## src/rtl/ps2_key_fifo.sv

```systemverilog
// PS/2 set-2 keyboard front end: frame receiver, make/break decoder, ASCII key FIFO.
// Latency: key pushed 1 clk after the stop-bit edge; key_valid/key_ascii follow 1 clk later.
// Backpressure: valid/ready pop; keys arriving while the FIFO is full are dropped with an overflow pulse.
// Ports: clk/rst_n (CLOCK_50, async active-low reset); ps2_clk/ps2_dat (raw PS/2 pins);
//        key_ready/key_valid/key_ascii (consumer handshake); frame_err, overflow (1-clk pulses);
//        held (a mapped non-extended key is down).
module ps2_key_fifo #(
  parameter int DEPTH     = 8,
  parameter int TIMEOUT   = 50000,
  parameter int REPEAT_EN = 0
) (
  input  logic       clk,
  input  logic       rst_n,
  input  logic       ps2_clk,
  input  logic       ps2_dat,
  input  logic       key_ready,
  output logic       key_valid,
  output logic [7:0] key_ascii,
  output logic       frame_err,
  output logic       overflow,
  output logic       held
);

  localparam int AW = $clog2(DEPTH);
  localparam int TW = $clog2(TIMEOUT + 1);
  localparam logic [TW-1:0] TOUT_LAST = TW'(TIMEOUT - 1);
  localparam logic [AW:0]   CNT_FULL  = (AW+1)'(DEPTH);

  typedef enum logic [1:0] {S_IDLE, S_DATA, S_PARITY, S_STOP} rx_state_t;

  // ---------------- synchronisers ----------------
  // Bit 0 is the first stage, bit 2 the oldest. Reset high to match an idle bus.
  logic [2:0] clk_sync_q, dat_sync_q;
  logic       ps2_fall, ps2_bit;

  always_ff @(posedge clk or negedge rst_n) begin
    if (!rst_n) begin
      clk_sync_q <= 3'b111;
      dat_sync_q <= 3'b111;
    end else begin
      clk_sync_q <= {clk_sync_q[1:0], ps2_clk};
      dat_sync_q <= {dat_sync_q[1:0], ps2_dat};
    end
  end

  // High-to-low transition between the two later stages.
  assign ps2_fall = clk_sync_q[2] & ~clk_sync_q[1];
  assign ps2_bit  = dat_sync_q[1];

  // ---------------- frame receiver ----------------
  rx_state_t       rx_state_q;
  logic [3:0]      bit_cnt_q;
  logic [7:0]      shift_q;
  logic            par_q;
  logic [TW-1:0]   tout_q;
  logic            rx_vld_q;
  logic [7:0]      rx_byte_q;
  logic            frame_err_q;

  always_ff @(posedge clk or negedge rst_n) begin
    if (!rst_n) begin
      rx_state_q  <= S_IDLE;
      bit_cnt_q   <= 4'd0;
      shift_q     <= 8'h00;
      par_q       <= 1'b0;
      tout_q      <= '0;
      rx_vld_q    <= 1'b0;
      rx_byte_q   <= 8'h00;
      frame_err_q <= 1'b0;
    end else begin
      rx_vld_q    <= 1'b0;
      frame_err_q <= 1'b0;
      if (rx_state_q == S_IDLE || ps2_fall) tout_q <= '0;
      else                                  tout_q <= tout_q + TW'(1);
      if (ps2_fall) begin
        case (rx_state_q)
          S_IDLE: begin
            // A high start bit is line noise; stay put without flagging it.
            if (!ps2_bit) begin
              rx_state_q <= S_DATA;
              bit_cnt_q  <= 4'd0;
            end
          end
          S_DATA: begin
            shift_q   <= {ps2_bit, shift_q[7:1]};
            bit_cnt_q <= bit_cnt_q + 4'd1;
            if (bit_cnt_q == 4'd7) rx_state_q <= S_PARITY;
          end
          S_PARITY: begin
            par_q      <= ps2_bit;
            rx_state_q <= S_STOP;
          end
          default: begin
            if ((^{shift_q, par_q}) && ps2_bit) begin
              rx_vld_q  <= 1'b1;
              rx_byte_q <= shift_q;
            end else begin
              frame_err_q <= 1'b1;
            end
            rx_state_q <= S_IDLE;
          end
        endcase
      end else if (rx_state_q != S_IDLE && tout_q == TOUT_LAST) begin
        // Abandon a stalled partial frame without reporting it.
        rx_state_q <= S_IDLE;
      end
    end
  end

  // ---------------- scan code decoder ----------------
  logic [7:0] map_ascii;
  logic       map_vld, is_prefix, key_push;
  logic       brk_q, ext_q, held_q;
  logic [7:0] hcode_q;

  always_comb begin
    map_ascii = 8'h00;
    case (rx_byte_q)
      8'h1C: map_ascii = 8'h41;  8'h32: map_ascii = 8'h42;  8'h21: map_ascii = 8'h43;
      8'h23: map_ascii = 8'h44;  8'h24: map_ascii = 8'h45;  8'h2B: map_ascii = 8'h46;
      8'h34: map_ascii = 8'h47;  8'h33: map_ascii = 8'h48;  8'h43: map_ascii = 8'h49;
      8'h3B: map_ascii = 8'h4A;  8'h42: map_ascii = 8'h4B;  8'h4B: map_ascii = 8'h4C;
      8'h3A: map_ascii = 8'h4D;  8'h31: map_ascii = 8'h4E;  8'h44: map_ascii = 8'h4F;
      8'h4D: map_ascii = 8'h50;  8'h15: map_ascii = 8'h51;  8'h2D: map_ascii = 8'h52;
      8'h1B: map_ascii = 8'h53;  8'h2C: map_ascii = 8'h54;  8'h3C: map_ascii = 8'h55;
      8'h2A: map_ascii = 8'h56;  8'h1D: map_ascii = 8'h57;  8'h22: map_ascii = 8'h58;
      8'h35: map_ascii = 8'h59;  8'h1A: map_ascii = 8'h5A;
      8'h45: map_ascii = 8'h30;  8'h16: map_ascii = 8'h31;  8'h1E: map_ascii = 8'h32;
      8'h26: map_ascii = 8'h33;  8'h25: map_ascii = 8'h34;  8'h2E: map_ascii = 8'h35;
      8'h36: map_ascii = 8'h36;  8'h3D: map_ascii = 8'h37;  8'h3E: map_ascii = 8'h38;
      8'h46: map_ascii = 8'h39;
      8'h29: map_ascii = 8'h20;  8'h5A: map_ascii = 8'h0D;
      default: map_ascii = 8'h00;
    endcase
  end

  // Every mapped character is non-zero, so zero doubles as "unmapped".
  assign map_vld   = |map_ascii;
  assign is_prefix = (rx_byte_q == 8'hF0) || (rx_byte_q == 8'hE0);
  assign key_push  = rx_vld_q && !is_prefix && !ext_q && !brk_q && map_vld &&
                     ((rx_byte_q != hcode_q) || (REPEAT_EN != 0));

  always_ff @(posedge clk or negedge rst_n) begin
    if (!rst_n) begin
      brk_q   <= 1'b0;
      ext_q   <= 1'b0;
      held_q  <= 1'b0;
      hcode_q <= 8'h00;
    end else if (rx_vld_q) begin
      if (rx_byte_q == 8'hF0) begin
        brk_q <= 1'b1;
      end else if (rx_byte_q == 8'hE0) begin
        ext_q <= 1'b1;
      end else begin
        brk_q <= 1'b0;
        ext_q <= 1'b0;
        if (!ext_q) begin
          if (brk_q) begin
            if (rx_byte_q == hcode_q) begin
              hcode_q <= 8'h00;
              held_q  <= 1'b0;
            end
          end else if (map_vld && rx_byte_q != hcode_q) begin
            hcode_q <= rx_byte_q;
            held_q  <= 1'b1;
          end
        end
      end
    end
  end

  // ---------------- key FIFO ----------------
  logic [7:0]    mem_q [DEPTH];
  logic [AW-1:0] wr_ptr_q, rd_ptr_q, rd_ptr_d;
  logic [AW:0]   cnt_q, cnt_d;
  logic          key_valid_q, ovf_q;
  logic [7:0]    key_ascii_q, head_d;
  logic          pop, full, push_eff;

  assign pop      = key_valid_q && key_ready;
  assign full     = (cnt_q == CNT_FULL);
  // A pop in the same cycle frees the slot, so a full FIFO still accepts.
  assign push_eff = key_push && (!full || pop);
  assign rd_ptr_d = pop ? rd_ptr_q + AW'(1) : rd_ptr_q;

  always_comb begin
    cnt_d = cnt_q;
    case ({push_eff, pop})
      2'b10:   cnt_d = cnt_q + (AW+1)'(1);
      2'b01:   cnt_d = cnt_q - (AW+1)'(1);
      default: cnt_d = cnt_q;
    endcase
    // Registered head: bypass the key being written when it becomes the new head.
    if (cnt_d == '0)                           head_d = 8'h00;
    else if (push_eff && rd_ptr_d == wr_ptr_q) head_d = map_ascii;
    else                                       head_d = mem_q[rd_ptr_d];
  end

  always_ff @(posedge clk) begin
    if (push_eff) mem_q[wr_ptr_q] <= map_ascii;
  end

  always_ff @(posedge clk or negedge rst_n) begin
    if (!rst_n) begin
      wr_ptr_q    <= '0;
      rd_ptr_q    <= '0;
      cnt_q       <= '0;
      key_valid_q <= 1'b0;
      key_ascii_q <= 8'h00;
      ovf_q       <= 1'b0;
    end else begin
      if (push_eff) wr_ptr_q <= wr_ptr_q + AW'(1);
      rd_ptr_q    <= rd_ptr_d;
      cnt_q       <= cnt_d;
      key_valid_q <= (cnt_d != '0);
      key_ascii_q <= head_d;
      ovf_q       <= key_push && full && !pop;
    end
  end

  assign key_valid = key_valid_q;
  assign key_ascii = key_ascii_q;
  assign frame_err = frame_err_q;
  assign overflow  = ovf_q;
  assign held      = held_q;

endmodule

```

## config.mk

```make
export PLATFORM = sky130hd
export DESIGN_NAME = ps2_key_fifo
export DESIGN_NICKNAME = d
export VERILOG_FILES = /design/src/rtl/ps2_key_fifo.sv
export SDC_FILE = /design/constraint.sdc
export NUM_CORES = 1
export LEC_CHECK = 0
export BUFFER_PORTS_ARGS = -buffer_cell sky130_fd_sc_hd__buf_2
export CAP_MARGIN = 20
export CORE_ASPECT_RATIO = 0.5
export CORE_MARGIN = 3
export CORE_UTILIZATION = 41
export DETAILED_ROUTE_END_ITERATION = 6
export PLACE_DENSITY = 0.68
export REMOVE_ABC_BUFFERS = 1
export SYNTH_ARGS = -nofsm -noshare
export SYNTH_HDL_FRONTEND = slang
export SYNTH_SLANG_ARGS = --single-unit
```

## constraint.sdc

```tcl
create_clock -name clk -period 4.6 [get_ports clk]
set_input_delay 0 -clock clk [delete_from_list [all_inputs] [get_ports clk]]
set_output_delay 0 -clock clk [all_outputs]
set_load 0.05 [all_outputs]
```

==> metrics.md, run 1 <==
| Metric | Value |
|---|---|
| Outcome | `completed` |
| Number of synthesized register bits | `around 130` |
| CTS Buf Count | `17` |
| Synthesized area per cell | `11.8 µm²` |
| DR iter-0 viols | `about 400` |
| Post-Route WL | `approximately 15000 µm` |
| Worst skew pair latency | `approximately 420 ps` |
| R2r setup slk | `about 390 ps` |
| Placed Cells | `821` |
| Rows | `32` |
| Dpl hpwl | `about 9900 µm` |
| Wirelength per Cell | `~17 µm` |
| Seq/Total Area, Yosys | `51.9%` |
| GRT Residual Overflow | `0` |
| Layout cell share with drive strength beyond 1 | `between 20% and 30%` |
| Synth Cell Area | `approximately 6900 µm²` |
| Layout Nets | `roughly 650` |
| CP arrival | `between 4000 and 5000 ps` |
| # port buffers | `15` |
| Critical path required time | `a little under 5000 ps` |
| Post-CTS Setup Bufs | `0` |
| Top cells by area, synth | `dfrtp_1, edfxtp_1, mux2i_1, mux2_2, ha_1` |
| Tcrit/Tclk final | `91.6%` |
| Leakage power | `~3.2 nW` |
| Largest net degree at the start of global routing | `about 60` |
| Ys Warns | `0` |
| Drc violations | `0` |
| F_max | `about 0.24 GHz` |
| Non-Filler Instances | `around 860` |
| Post-synthesis cell count | `roughly 590` |
| Hold path startpoint | `ps2_dat` |
| Routability cong. | `about 0.9` |
| Clock Skews | `approximately 7.7 ps` |
| Mux contribution to synthesized area | `between 10 and 15%` |
| All-Layer GR Usage | `~17%` |
| CTS tree | `done` |
| Setup crit end kind | `flip-flop` |
| Reg-to-reg startpoint | `rx_byte_q[0]` |
| Adder-Cell Fraction of Synth Area | `about 3.4%` |
| Hold path depth | `2` |
| CP Launch Type | `flip-flop` |
| Antenna violations before repair | `0` |
| Die span in y | `just under 100 µm` |
| Power Dens Cells | `453 nW/µm²` |
| H-tree levels | `4` |
| Worst Hold End | `dat_sync_q[0]` |
| Compound-Gate Fraction of Synth Area | `between 10% and 20%` |
| VDD IR max | `0.594 mV` |
| Vias in the first global route | `roughly 4700` |
| CTS clk-pin slew, worst paths | `60 ps` |
| Final hold vios | `0` |
| Area Growth Syn to Fin | `14.8%` |
| DRT Pass-1 Iters | `4` |
| First-pass GRT wire length | `24500 µm` |
| Fill cell count | `between 1000 and 1500` |
| Post-route antenna net violation count | `0` |
| Least-Margin Pin Slew | `between 700 and 800 ps` |
| Synth Area in XOR/XNOR | `under 10%` |
| Top-area cell type share of the netlist area | `25.7%` |
| Final Max Tran Viols | `0` |
| Min Tclk post-route | `4210 ps` |
| Leading cell type in the layout, fill and taps excluded | `dfrtp_1` |
| Crit path max fanout | `12` |
| Clock Tree Buf Depth | `2` |
| Setup CP Type | `reg2reg` |
| Top cell type by total area after synthesis | `dfrtp_1` |
| Clk root buf | `clkbuf_16` |
| HP Class | `in2reg` |
| Unrepaired setup endpoints after global routing | `no` |
| Max Cap Violations | `0` |
| Largest family of logic cells by synthesized area | `simple AND/OR/NAND/NOR gates` |
| CP startpoint | `rx_byte_q[0]` |
| Critical R2R Capture | `key_ascii[1]` |
| Die Span X | `190 µm` |
| Final setup TNS | `0 ps` |
| EDFF count, synth | `56` |
| Yosys cell types | `75` |
| Most frequent cells in the layout | `dfrtp_1, edfxtp_1, nor2_1` |
| Total number of vias | `between 4000 and 5000` |
| Slew Limit Headroom | `about half` |
| Die Footprint | `around 19000 µm²` |
| Core area | `15900 µm²` |
| Ports | `17` |
| Diodes inserted | `0` |
| Post-synthesis simple-gate area fraction | `between 10% and 20%` |
| Clock tree sinks | `132` |
| Ys async rst share | `between 50 and 60%` |
| R2R depth | `16` |
| Initial Util | `43.4%` |
| Vias per cell | `about 5.4` |
| Final Util | `about half` |
| Main synth FF type | `dfrtp_1` |
| # setup viols final | `0` |
flip-flops by register name, indices dropped and copies added (netlist names), 2 cells and up:
name / count
cnt_q: 4
rx_state_q: 2
shift_q: 8
rd_ptr_q: 3
wr_ptr_q: 3
key_ascii: 7
hcode_q: 8
tout_q: 16
rx_byte_q: 8
dat_sync_q: 2
mem_q: 56
clk_sync_q: 3
bit_cnt_q: 4
kinds of logic (layout without fill, tap and decap cells):
logic type      count (synthesis)  count (layout)
other cells                     1               1
flops                         132             132
mux                            67              67
xor+xnor                       37              37
fa+ha+maj                      18              18
simple gates                  174             174
buf+inv                        53             104
compound gates                104             104
power by group:
group	total, mW	internal [mW]	switching, mW
clock	1.24	0.739	0.499
sequential	1.41	1.32	0.0882
combinational	0.954	0.417	0.537
total	3.60	2.47	1.12
final cells by class:
type,instances,area (µm²),area share (%)
sequential,132,3590,45.2
multi-input combinational,401,3100,39.1
clock buffer,19,433,5.45
timing repair buffer,49,345,4.35
tap,221,277,3.48
clock inverter,13,110,1.39
inverter,23,86.3,1.09
cell usage after synthesis, types with 10 or more instances:
master    count
ha_1         17
nor4_1       12
nand2b_1     10
clkbuf_1     11
mux2_2       22
a21oi_1      28
nand2_1      33
edfxtp_1     56
xnor2_1      21
xor2_1       16
o21ai_0      18
buf_2        11
dfrtp_1      71
mux2i_1      35
nand3_1      18
nor2_1       38
inv_1        23
what timing repair did:
| item | in CTS | in global routing |
|---|---|---|
| endpoints found under the setup margin | 0 | 8 |
| endpoints found under the hold margin | 20 | 0 |
| gates resized for setup | 0 | 3 |
| hold buffers | 5 | 0 |
routing by layer:
metal / vias to the layer above / share of wire, % / GRT usage [%] / routed length [µm]
li1: 2214 / - / - / -
met2: 87 / 48 / 27.0 / 7040
met5: - / 0 / 0 / 0
met3: 15 / 4.6 / 4.34 / 674
met4: 0 / 1.4 / 5.22 / 204
met1: 2317 / 46 / 21.9 / 6740
per-stage QoR:
step	hold slack, ps	power [mW]	setup WS [ps]	area (µm²)
global route	216	3.77	66.0	7940
floorplan	-296	2.16	338	6760
global placement	-92.2	2.35	420	7340
finish	223	3.60	387	7940
CTS	200	3.63	164	7930
detailed placement	-93.5	2.38	244	7340
worst max-delay path, stage by stage (launching register included):
cell	delay [ps]
dfrtp_1	470
inv_1	120
ha_1	370
mux2_1	370
o2111ai_2	220
o311ai_4	140
nand3b_4	190
o31a_1	300
nor3_4	220
ha_1	260
a21o_1	180
a21oi_2	250
xor2_1	240
nand2_1	90
a211oi_1	240
o21a_2	290
nor4_1	90
worst max path at each step:
| stage | endpoint | slack, ps | cells past startpoint |
|---|---|---|---|
| after floorplan | key_ascii[0] | 340 | 16 |
| after global placement | key_ascii[0] | 420 | 16 |
| after detailed placement | key_ascii[6] | 240 | 16 |
| after CTS | key_ascii[6] | 160 | 16 |
| after global routing | key_ascii[6] | 70 | 16 |
| final | key_ascii[1] | 390 | 16 |
Note: power is estimated with default switching activity, not from simulation.
==> run 2, diff against run 1 <==
--- a/config.mk
+++ b/config.mk
@@ -5,6 +5,7 @@
 export SDC_FILE = /design/constraint.sdc
 export NUM_CORES = 1
 export LEC_CHECK = 0
+export ABC_AREA = 1
 export BUFFER_PORTS_ARGS = -buffer_cell sky130_fd_sc_hd__buf_2
 export CAP_MARGIN = 20
 export CORE_ASPECT_RATIO = 0.5
==> run 2 against run 1 <==
- critical path depth rose by 9
- sequential share of layout area is 3.4 points higher
- critical endpoint is now key_ascii[3]
- largest cell class unchanged
- sequential cell count did not move
- largest power group unchanged
==> metrics.md, run 2 <==
| Metric | Value |
|---|---|
| Outcome | `completed` |
| Total power | `4.01 mW (+11%)` |
| Die Span X | `184 µm (-2.9%)` |
| Die span in y | `95.2 µm (-2.8%)` |
| Slew Limit Headroom | `36.9% (-14 points)` |
| Area Growth Syn to Fin | `13.2%` |
| Final setup TNS | `0 ps (unchanged)` |
| H-tree levels | `4 (unchanged)` |
| Final hold vios | `0 (unchanged)` |
| Post-route antenna net violation count | `0 (unchanged)` |
| Worst skew pair latency | `420 ps (about the same)` |
| Max Cap Violations | `0 (unchanged)` |
| Post-CTS sizing | `0 (unchanged)` |
| Least-Margin Pin Slew | `942 ps (+212 ps)` |
| Hold-fix buffers, CTS | `3 (-2)` |
| Setup CP Type | `reg2reg` |
| Reg-to-reg startpoint | `rx_byte_q[1]` |
| First-pass GRT wire length | `23800 µm (-2.6%)` |
| Ys async rst share | `57.6% (unchanged)` |
| Total number of vias | `4964 (+7.1%)` |
| Largest net degree at the start of global routing | `77 (+31%)` |
| R2R depth | `25 (+9)` |
| Min Tclk post-route | `3970 ps (-245 ps)` |
| Clock Skews | `15.5 ps (+7.73 ps)` |
| Worst Hold End | `overflow` |
| Ys Warns | `0 (unchanged)` |
| Fill cell count | `1351 (-4.6%)` |
| Sequential cell area | `3590 µm² (unchanged)` |
| F_max | `0.252 GHz (+6.2%)` |
| Vias in the first global route | `4867 (+2.9%)` |
| Top cells by area, synth | `dfrtp_1, edfxtp_1, nand2_1, o21ai_0, nor2_1` |
| Yosys cell types | `45 (-40%)` |
| Placed Cells | `914 (+11%)` |
| Main synth FF type | `dfrtp_1` |
| DRT Pass-1 Iters | `5 (+1)` |
| Final Max Tran Viols | `0 (unchanged)` |
| Mux contribution to synthesized area | `0.173% (-11 points)` |
| CTS clk-pin slew, worst paths | `60 ps (about the same)` |
| Power Dens Cells | `543 nW/µm² (+20%)` |
| GRT Residual Overflow | `0 (unchanged)` |
| Area of the multi-input gates | `2530 µm² (-19%)` |
| Antenna violations before repair | `0 (unchanged)` |
| CP arrival | `4260 ps (-220 ps)` |
| Unrepaired setup endpoints after global routing | `no` |
| Critical R2R Capture | `key_ascii[3]` |
| Vias per cell | `5.22 (-3.3%)` |
| Hold path startpoint | `key_ready` |
| Ports | `17 (unchanged)` |
| Synth Cell Area | `6520 µm² (-5.8%)` |
| Post-synthesis simple-gate area fraction | `21.2% (+7.4 points)` |
| Synth Area in XOR/XNOR | `2.82% (-1.9 points)` |
| Final Util | `49.2% (-0.68 points)` |
| Leakage power | `3.36 nW (+4.6%)` |
| Slowest CP cell | `dfrtp_1` |
| CP Launch Type | `flip-flop` |
| Crit path max fanout | `11 (-1)` |
| Largest family of logic cells by synthesized area | `simple AND/OR/NAND/NOR gates` |
| Top cell type by total area after synthesis | `dfrtp_1` |
| Clock tree sinks | `132 (unchanged)` |
| Compound-Gate Fraction of Synth Area | `10.9% (-0.34 points)` |
| All-Layer GR Usage | `17.3% (+0.64 points)` |
| DR iter-0 viols | `389 (-3.5%)` |
| Placed cell area | `6770 µm² (-7.8%)` |
| Critical path required time | `4890 ps (+20 ps)` |
| Post-Route WL | `13900 µm (-4.9%)` |
| Top reg by flops | `mem_q` |
| Largest registers | `mem_q x56, tout_q x16` |
| Clk root buf | `clkbuf_16` |
| Design area | `7380 µm² (-7.1%)` |
| Hold path depth | `4 (+2)` |
| VDD IR max | `0.306 mV (-48%)` |
| Dpl hpwl | `9340 µm (-5.4%)` |
| Post-CTS Setup Bufs | `0 (unchanged)` |
| Layout Nets | `763 (+18%)` |
| Top post-synthesis cells by count | `nand2_1, o21ai_0, dfrtp_1, nor2_1, inv_1` |
| Post-synthesis cell count | `716 (+22%)` |
| Adder-Cell Fraction of Synth Area | `3.57% (+0.21 points)` |
| Routability cong. | `0.902 (+0.22%)` |
| CTS Buf Count | `17 (unchanged)` |
| Core area | `15000 µm² (-5.8%)` |
| Largest register FFs | `56 (unchanged)` |
| Setup crit end kind | `flip-flop` |
| Tcrit/Tclk final | `86.3% (-5.3 points)` |
| Clock Tree Buf Depth | `2 (unchanged)` |
| CTS tree | `done` |
| Max stage delay on crit path | `490 ps (+20 ps)` |
| Most frequent cells in the layout | `nand2_1, o21ai_0, nor2_1, dfrtp_1, inv_1` |
| Seq/Total Area, Yosys | `55.1% (+3.2 points)` |
| Diodes inserted | `0 (unchanged)` |
| # setup viols final | `0 (unchanged)` |
| HP Class | `in2reg` |
| Synthesized area per cell | `9.10 µm² (-23%)` |
| Drc violations | `0 (unchanged)` |
| Cell mode on critical path | `nand2_1` |
| Layout cell share with drive strength beyond 1 | `10.6% (-9.5 points)` |
| Leading cell type in the layout, fill and taps excluded | `nand2_1` |
| EDFF count, synth | `56 (unchanged)` |
| Wirelength per Cell | `14.7 µm (-14%)` |
| Number of synthesized register bits | `132 (unchanged)` |
| Initial Util | `43.4% (about the same)` |
| Rows | `31 (-3.1%)` |
| Most common cell in the netlist | `nand2_1` |
| Top-area cell type share of the netlist area | `27.3% (+1.6 points)` |
| R2r setup slk | `630 ps (+240 ps)` |
| Die Footprint | `17500 µm² (-5.6%)` |
| Non-Filler Instances | `951 (+11%)` |
| # port buffers | `15 (unchanged)` |
## run 2: changes by cell type in the layout (fill, tap and decap cells not counted), sizes merged, moves of 20 or more
cell / delta
inv: +51
mux2: -23
mux2i: -36
nor2: +36
o21ai: +64
buf: -20
nand3: +28
nand2: +132
## run 2: metrics by stage
stage / worst slack, ps / hold WS (ps)
final: 632 / 146
after global routing: 145 / 192
after CTS: 626 / 134
after detailed placement: 647 / 106
after global placement: 841 / 108
after floorplan: 1150 / -296
## run 2: how the worst max path moves through the flow
stage	end	slack, ps	from
finish	key_ascii[3]	630	rx_byte_q[1]
global route	key_ascii[3]	150	rx_byte_q[1]
CTS	key_ascii[3]	630	rx_byte_q[1]
detailed placement	key_ascii[3]	650	rx_byte_q[1]
global placement	key_ascii[0]	840	rx_byte_q[1]
floorplan	key_ascii[0]	1150	rx_byte_q[1]
## run 2: cell type report
cell class | count | share of cell area [%]
Sequential cell | 132 | 48.6
Clock buffer | 18 | 5.81
Clock inverter | 14 | 1.58
Multi-Input combinational cell | 490 | 34.2
Inverter | 71 | 3.61
Tap cell | 198 | 3.36
Timing Repair Buffer | 28 | 2.78
## run 2: power breakdown
part	total [mW]	internal (mW)	switching [mW]	leakage [nW]
clock	1.25	0.704	0.548	0.268
combinational	1.29	0.420	0.867	1.49
sequential	1.47	1.37	0.0975	1.60
## run 2: per-layer routing
metal | global-route usage (%) | vias up | part of all wire (%)
li1 | - | 2446 | -
met1 | 22.4 | 2339 | 46
met2 | 28.5 | 149 | 48
met3 | 3.93 | 30 | 4.2
met4 | 6.79 | 0 | 2.4
met5 | 0 | - | 0
## run 2: cell families after synthesis
group / after synthesis
adders and majority gates: 18
AOI/OAI and AO/OA: 130
and+or+nand+nor: 319
xor gates and xnor gates: 21
buffers and inverters: 94
other: 1
DFF: 132
muxes: 1
## run 2: critical path, delay by kind of cell (launching register included)
kind	cells	cell delay (ps)
DFF	1	490
AOI/OAI and AO/OA	3	490
adders and majority gates	2	660
and+or+nand+nor	16	1660
buffers and inverters	4	540
